## src/rtl/framebuffer_stream_writer.sv

```systemverilog
// framebuffer_stream_writer: unpacks UART bytes into pixels and writes raster-addressed framebuffer words
module framebuffer_stream_writer #(
    parameter int         H_RES       = 640,
    parameter int         V_RES       = 480,
    parameter int         BPP         = 4,
    parameter int         WORD_W      = 32,
    parameter int         ADDR_W      = 10,
    parameter int         SYNC_EN     = 0,
    parameter logic [7:0] SYNC_BYTE   = 8'hA5,
    parameter int         TIMEOUT_CYC = 0
) (
    input  logic              clk,
    input  logic              reset,
    input  logic [7:0]        data_in,
    input  logic              rx_data_ready,
    output logic [ADDR_W-1:0] addr_x,
    output logic [ADDR_W-1:0] addr_y,
    output logic [WORD_W-1:0] data_out,
    output logic              write,
    output logic              done_recieving,
    output logic              frame_error,
    output logic [7:0]        frame_count
);
    localparam int PPB = 8 / BPP;
    localparam int PPW = WORD_W / BPP;
    localparam int BPW = WORD_W / 8;
    localparam int CNT_W = BPW > 1 ? $clog2(BPW) : 1;
    localparam int TO_W = TIMEOUT_CYC > 1 ? $clog2(TIMEOUT_CYC) : 1;
    localparam logic [CNT_W-1:0]  CNT_LAST = CNT_W'(BPW - 1);
    localparam logic [TO_W-1:0]   TO_LAST  = TO_W'(TIMEOUT_CYC > 0 ? TIMEOUT_CYC - 1 : 0);
    localparam logic [ADDR_W-1:0] X_LAST   = ADDR_W'(H_RES - PPW);
    localparam logic [ADDR_W-1:0] Y_LAST   = ADDR_W'(V_RES - 1);
    localparam logic [ADDR_W-1:0] X_STEP   = ADDR_W'(PPW);

    typedef enum logic [1:0] {S_WAIT_SYNC, S_RECV, S_DONE} state_t;
    localparam state_t S_IDLE = SYNC_EN != 0 ? S_WAIT_SYNC : S_RECV;

    state_t            state_q, state_d;
    logic [CNT_W-1:0]  byte_cnt_q, byte_cnt_d;
    logic [TO_W-1:0]   to_cnt_q, to_cnt_d;
    logic              started_q, started_d;
    logic [WORD_W-1:0] sr_q, sr_d;
    logic [ADDR_W-1:0] x_q, x_d, y_q, y_d;
    logic [ADDR_W-1:0] addr_x_q, addr_x_d, addr_y_q, addr_y_d;
    logic [WORD_W-1:0] data_out_q, data_out_d;
    logic              write_q, write_d, done_q, done_d, frame_error_q, frame_error_d;
    logic [7:0]        frame_count_q, frame_count_d;
    logic [7:0]        rev;
    logic              pack, sync_hit;

    always_comb begin
        rev = '0;
        // first (most significant) pixel of the byte lands at the lowest pixel slot
        for (int j = 0; j < PPB; j++) rev[j*BPP +: BPP] = data_in[8-(j+1)*BPP +: BPP];
        pack = rx_data_ready && (state_q == S_RECV || (state_q == S_DONE && SYNC_EN == 0));
        sync_hit = rx_data_ready && state_q != S_RECV && SYNC_EN != 0 && data_in == SYNC_BYTE;
        state_d = state_q;
        byte_cnt_d = byte_cnt_q;
        to_cnt_d = to_cnt_q;
        started_d = started_q;
        sr_d = sr_q;
        x_d = x_q;
        y_d = y_q;
        addr_x_d = addr_x_q;
        addr_y_d = addr_y_q;
        data_out_d = data_out_q;
        write_d = 1'b0;
        done_d = done_q;
        frame_error_d = 1'b0;
        frame_count_d = frame_count_q;
        if (sync_hit) begin
            state_d = S_RECV;
            done_d = 1'b0;
        end
        if (pack) begin
            state_d = S_RECV;
            done_d = 1'b0;
            started_d = 1'b1;
            to_cnt_d = '0;
            sr_d[{byte_cnt_q, 3'b000} +: 8] = rev;
            byte_cnt_d = byte_cnt_q + 1'b1;
            if (byte_cnt_q == CNT_LAST) begin
                byte_cnt_d = '0;
                write_d = 1'b1;
                data_out_d = sr_d;
                addr_x_d = x_q;
                addr_y_d = y_q;
                x_d = x_q + X_STEP;
                if (x_q == X_LAST) begin
                    x_d = '0;
                    y_d = y_q + 1'b1;
                    if (y_q == Y_LAST) begin
                        y_d = '0;
                        frame_count_d = frame_count_q + 8'd1;
                        done_d = 1'b1;
                        started_d = 1'b0;
                        state_d = S_DONE;
                    end
                end
            end
        end else if (TIMEOUT_CYC != 0 && state_q == S_RECV && started_q) begin
            to_cnt_d = to_cnt_q + 1'b1;
            if (to_cnt_q == TO_LAST) begin
                to_cnt_d = '0;
                byte_cnt_d = '0;
                started_d = 1'b0;
                x_d = '0;
                y_d = '0;
                frame_error_d = 1'b1;
                state_d = S_IDLE;
            end
        end
    end

    always_ff @(posedge clk) begin
        if (reset) begin
            state_q <= S_IDLE;
            byte_cnt_q <= '0;
            to_cnt_q <= '0;
            started_q <= 1'b0;
            sr_q <= '0;
            x_q <= '0;
            y_q <= '0;
            addr_x_q <= '0;
            addr_y_q <= '0;
            data_out_q <= '0;
            write_q <= 1'b0;
            done_q <= 1'b0;
            frame_error_q <= 1'b0;
            frame_count_q <= '0;
        end else begin
            state_q <= state_d;
            byte_cnt_q <= byte_cnt_d;
            to_cnt_q <= to_cnt_d;
            started_q <= started_d;
            sr_q <= sr_d;
            x_q <= x_d;
            y_q <= y_d;
            addr_x_q <= addr_x_d;
            addr_y_q <= addr_y_d;
            data_out_q <= data_out_d;
            write_q <= write_d;
            done_q <= done_d;
            frame_error_q <= frame_error_d;
            frame_count_q <= frame_count_d;
        end
    end

    assign addr_x = addr_x_q;
    assign addr_y = addr_y_q;
    assign data_out = data_out_q;
    assign write = write_q;
    assign done_recieving = done_q;
    assign frame_error = frame_error_q;
    assign frame_count = frame_count_q;
endmodule

```

## config.mk

```make
export PLATFORM = sky130hd
export DESIGN_NAME = framebuffer_stream_writer
export DESIGN_NICKNAME = d
export VERILOG_FILES = /design/src/rtl/framebuffer_stream_writer.sv
export SDC_FILE = /design/constraint.sdc
export NUM_CORES = 1
export LEC_CHECK = 0
export BUFFER_PORTS_ARGS = -buffer_cell sky130_fd_sc_hd__buf_2
export CAP_MARGIN = 30
export CORE_ASPECT_RATIO = 0.7
export CORE_MARGIN = 8
export CORE_UTILIZATION = 50
export CTS_BUF_LIST = sky130_fd_sc_hd__clkbuf_8
export CTS_CLUSTER_SIZE = 16
export DETAILED_ROUTE_END_ITERATION = 8
export GPL_ROUTABILITY_DRIVEN = 0
export HOLD_SLACK_MARGIN = 0.08
export PLACE_DENSITY = 0.77
export SYNTH_ARGS = -nofsm -noshare
export SYNTH_HDL_FRONTEND = slang
export SYNTH_SLANG_ARGS = --single-unit
```

## constraint.sdc

```tcl
create_clock -name clk -period 2.5 [get_ports clk]
set_input_delay 0.25 -clock clk [delete_from_list [all_inputs] [get_ports clk]]
set_output_delay 0.25 -clock clk [all_outputs]
set_load 0.03 [all_outputs]
```

==> run_results.csv <==
group,metric,value,unit
critical_path,crit_chain,"inv_1, ha_1, clkinv_1, and4_1, and2_1, a22oi_1, nor2_1",
route,num_vias,3844,
clock_tree,htree_levels,3,
grt,antenna_found_initial,0,
power,worst_ir_drop_vdd,367,µV
floorplan,die_area,0.0122,mm²
yosys,yosysUniqueCellTypes,36,
route,wl_per_cell,15.8,µm
clock_tree,cts-buffers-inserted,9,
yosys,yosys_register_bits,111,
clock_tree,hold_buffers,0,
outcome,status,"finished clean",
yosys,yosysWarnings,0,
power,leakagePower,2.00,nW
sta,fin_setup_tns,0,ns
sta,relSlewSlack,0.559,
grt,grt_max_degree,40,
critical_path,worstSetupEndpointType,"register",
clock_tree,cts.repair.resized,0,
grt,grt-ovfl-total,0,
sta,max_freq,448,MHz
critical_path,path_delay_family,"simple AND/OR/NAND/NOR gates",
sta,min_period,2.23,ns
sta,rsz0062_at_grt,"no",
floorplan,fp.dieH,95.0,µm
sta,setup_viol,0,
grt,grt_pass1_vias,3514,
critical_path,critPathArrivalTime,2.54,ns
yosys,netlist_instances,504,
floorplan,boundaryPins,74,
clock_tree,clk_pin_slew_worst_paths,0.09,ns
final_layout,syn_to_final_growth,13.6,%
clock_tree,cts-root-buf,"clkbuf_8",
final_layout,drive_above_1_share,0.177,
final_layout,fin_util,0.592,
run,drv_cap,0,
final_layout,fin_cells,685,
clock_tree,cts_tree,"yes",
critical_path,cp_num_buf_inv,2,
placed_design,io_buffers,69,
min_path,holdCritPathClass,"primary input to register",
critical_path,start_kind,"register",
route,wirelength,10800,µm
placed_design,dpl.hpwl,7710,µm
grt,grt_pass1_wl,17400,µm
floorplan,start_util,0.522,
route,vias_per_cell,5.61,
power,power_density,590,mW/mm²
clock_tree,clk_latency,0.37,ns
critical_path,critPathKind,"register to register",
floorplan,fp.dieW,129,µm
sta,hold_violations,0,
sta,tightest_slew,0.662,ns
clock_tree,post-cts-setup-buffers,0,
critical_path,critical_path.max_stage_delay,0.50,ns
final_layout,n_antenna_cell,0,
sta,slew_viol_final,0,
yosys,syn_area_per_cell,8.85,µm²
route,drc,0,
sta,holdWs,0.215,ns
yosys,ys_seq_area_frac,0.498,
placed_design,dp_cells,671,
floorplan,core_area,0.00855,mm²
final_layout,num-nets-final,582,
clock_tree,clock_sinks,111,
route,drt_first_pass_iters,5,
critical_path,required,2.81,ns
floorplan,placement_rows,28,
yosys,synth_area,0.00446,mm²
route,postRouteAntennaNets,0,
route,drt_iter0_markers,303,
clock_tree,clk_path_buf_depth,2,
sta,post-route-period-util,0.893,
grt,grtUsageTotal,0.177,
critical_path,crit_path_top_delay_cell,"dfxtp_1",
sta,fin_worst_skew,0.0105,ns
critical_path,crit_fanout,10,
final_layout,stdcell_area,0.00506,mm²
placed_design,dpl_cell_area,0.00490,mm²
## Yosys cell counts
cell      number  share of area
dfxtp_1      111           0.50
nor2_1        87          0.073
nand2_1       47          0.040
nor3_1        33          0.037
a22oi_1       30          0.051
clkbuf_1      29          0.024
a221oi_1      26          0.051
a21oi_1       25          0.028
xor2_1        16          0.031
a211oi_1      12          0.020
nand4_1       10          0.014
ha_1           9          0.025
nand3_1        9          0.010
and2_1         6         0.0084
buf_4          5         0.0084
inv_1          5         0.0042
nand2b_1       5         0.0070
xnor2_1        5         0.0098
and3_1         3         0.0042
and4_1         3         0.0059
buf_2          3         0.0034
nor4_2         3         0.0084
o21ai_0        3         0.0034
or3_1          3         0.0042
a32oi_1        2         0.0039
clkinv_1       2         0.0017
mux2i_1        2         0.0045
nand3b_1       2         0.0034
buf_1          1        0.00084
conb_1         1        0.00084
nand4_2        1         0.0028
nand4b_1       1         0.0020
nor2b_1        1         0.0014
nor4_4         1         0.0048
o21bai_1       1         0.0017
or2b_1         1         0.0017
## metrics by stage
step                total power, W  setup WS [ns]
floorplan                  0.00202          0.352
global placement           0.00208          0.407
detailed placement         0.00209          0.338
CTS                        0.00302          0.322
global route               0.00311         0.0585
finish                     0.00299          0.267
## power by group
group / total (W) / switching [W] / internal [W]
logic: 0.000243 / 0.000176 / 0.0000671
clock network: 0.000932 / 0.000534 / 0.000398
registers: 0.00181 / 0.0000191 / 0.00179
total: 0.00299 / 0.000729 / 0.00226
## kinds of logic after synthesis
| kind of cell | Yosys count | synth area share |
|---|---|---|
| other | 1 | 0.000841 |
| adders and majority gates | 9 | 0.0253 |
| xor gates and xnor gates | 21 | 0.0412 |
| AOI/OAI and AO/OA | 99 | 0.159 |
| muxes | 2 | 0.00449 |
| and+or+nand+nor | 216 | 0.228 |
| DFF | 111 | 0.498 |
| buffers and inverters | 45 | 0.0429 |
## sequential cells by signal, summed over array words and instances (netlist names), 7 cells and up
| register | cells |
|---|---|
| data_out | 32 |
| frame_count | 8 |
| x_q | 7 |
| addr_x | 7 |
| addr_y | 10 |
| sr_q | 32 |
| y_q | 10 |
## placed cells by master (no fill, tap or decap), types with 7 or more instances in the layout
master | Yosys | routed
a221oi_1 | 26 | 26
nor2_1 | 87 | 87
nand2_1 | 47 | 47
nand4_1 | 10 | 10
dfxtp_1 | 111 | 111
ha_1 | 9 | 9
buf_4 | 5 | 13
buf_2 | 3 | 69
xor2_1 | 16 | 16
nand3_1 | 9 | 9
clkbuf_8 | 0 | 11
nor3_1 | 33 | 33
a211oi_1 | 12 | 12
a21oi_1 | 25 | 25
a22oi_1 | 30 | 30
inv_1 | 5 | 7
## worst paths after layout
check                              startpoint            end  slack [ns]  cells after the start
worst max-delay path            byte_cnt_q[0]       sr_q[22]        0.27                      7
worst min-delay path                    reset  byte_cnt_q[1]        0.21                      2
worst max register to register  byte_cnt_q[0]       sr_q[22]        0.27                      7
worst min register to register      addr_x[5]      addr_x[5]        0.46                      2
## per-layer routing
metal	up-vias	wire length, µm	track usage
li1	1888	-	-
met1	1805	4990	0.231
met2	136	4880	0.272
met3	15	769	0.0507
met4	0	196	0.0740
met5	-	0	0
## area by class of cell
class | count | area, µm²
fillers | 787 | 3480
flip-flops and latches | 111 | 2220
multi-input cells | 351 | 2060
repair buffers | 82 | 443
clock buffers | 11 | 151
well taps | 120 | 150
inverters | 7 | 26.3
clock inverters | 3 | 12.5
Note: power is estimated with default switching activity, not from simulation.
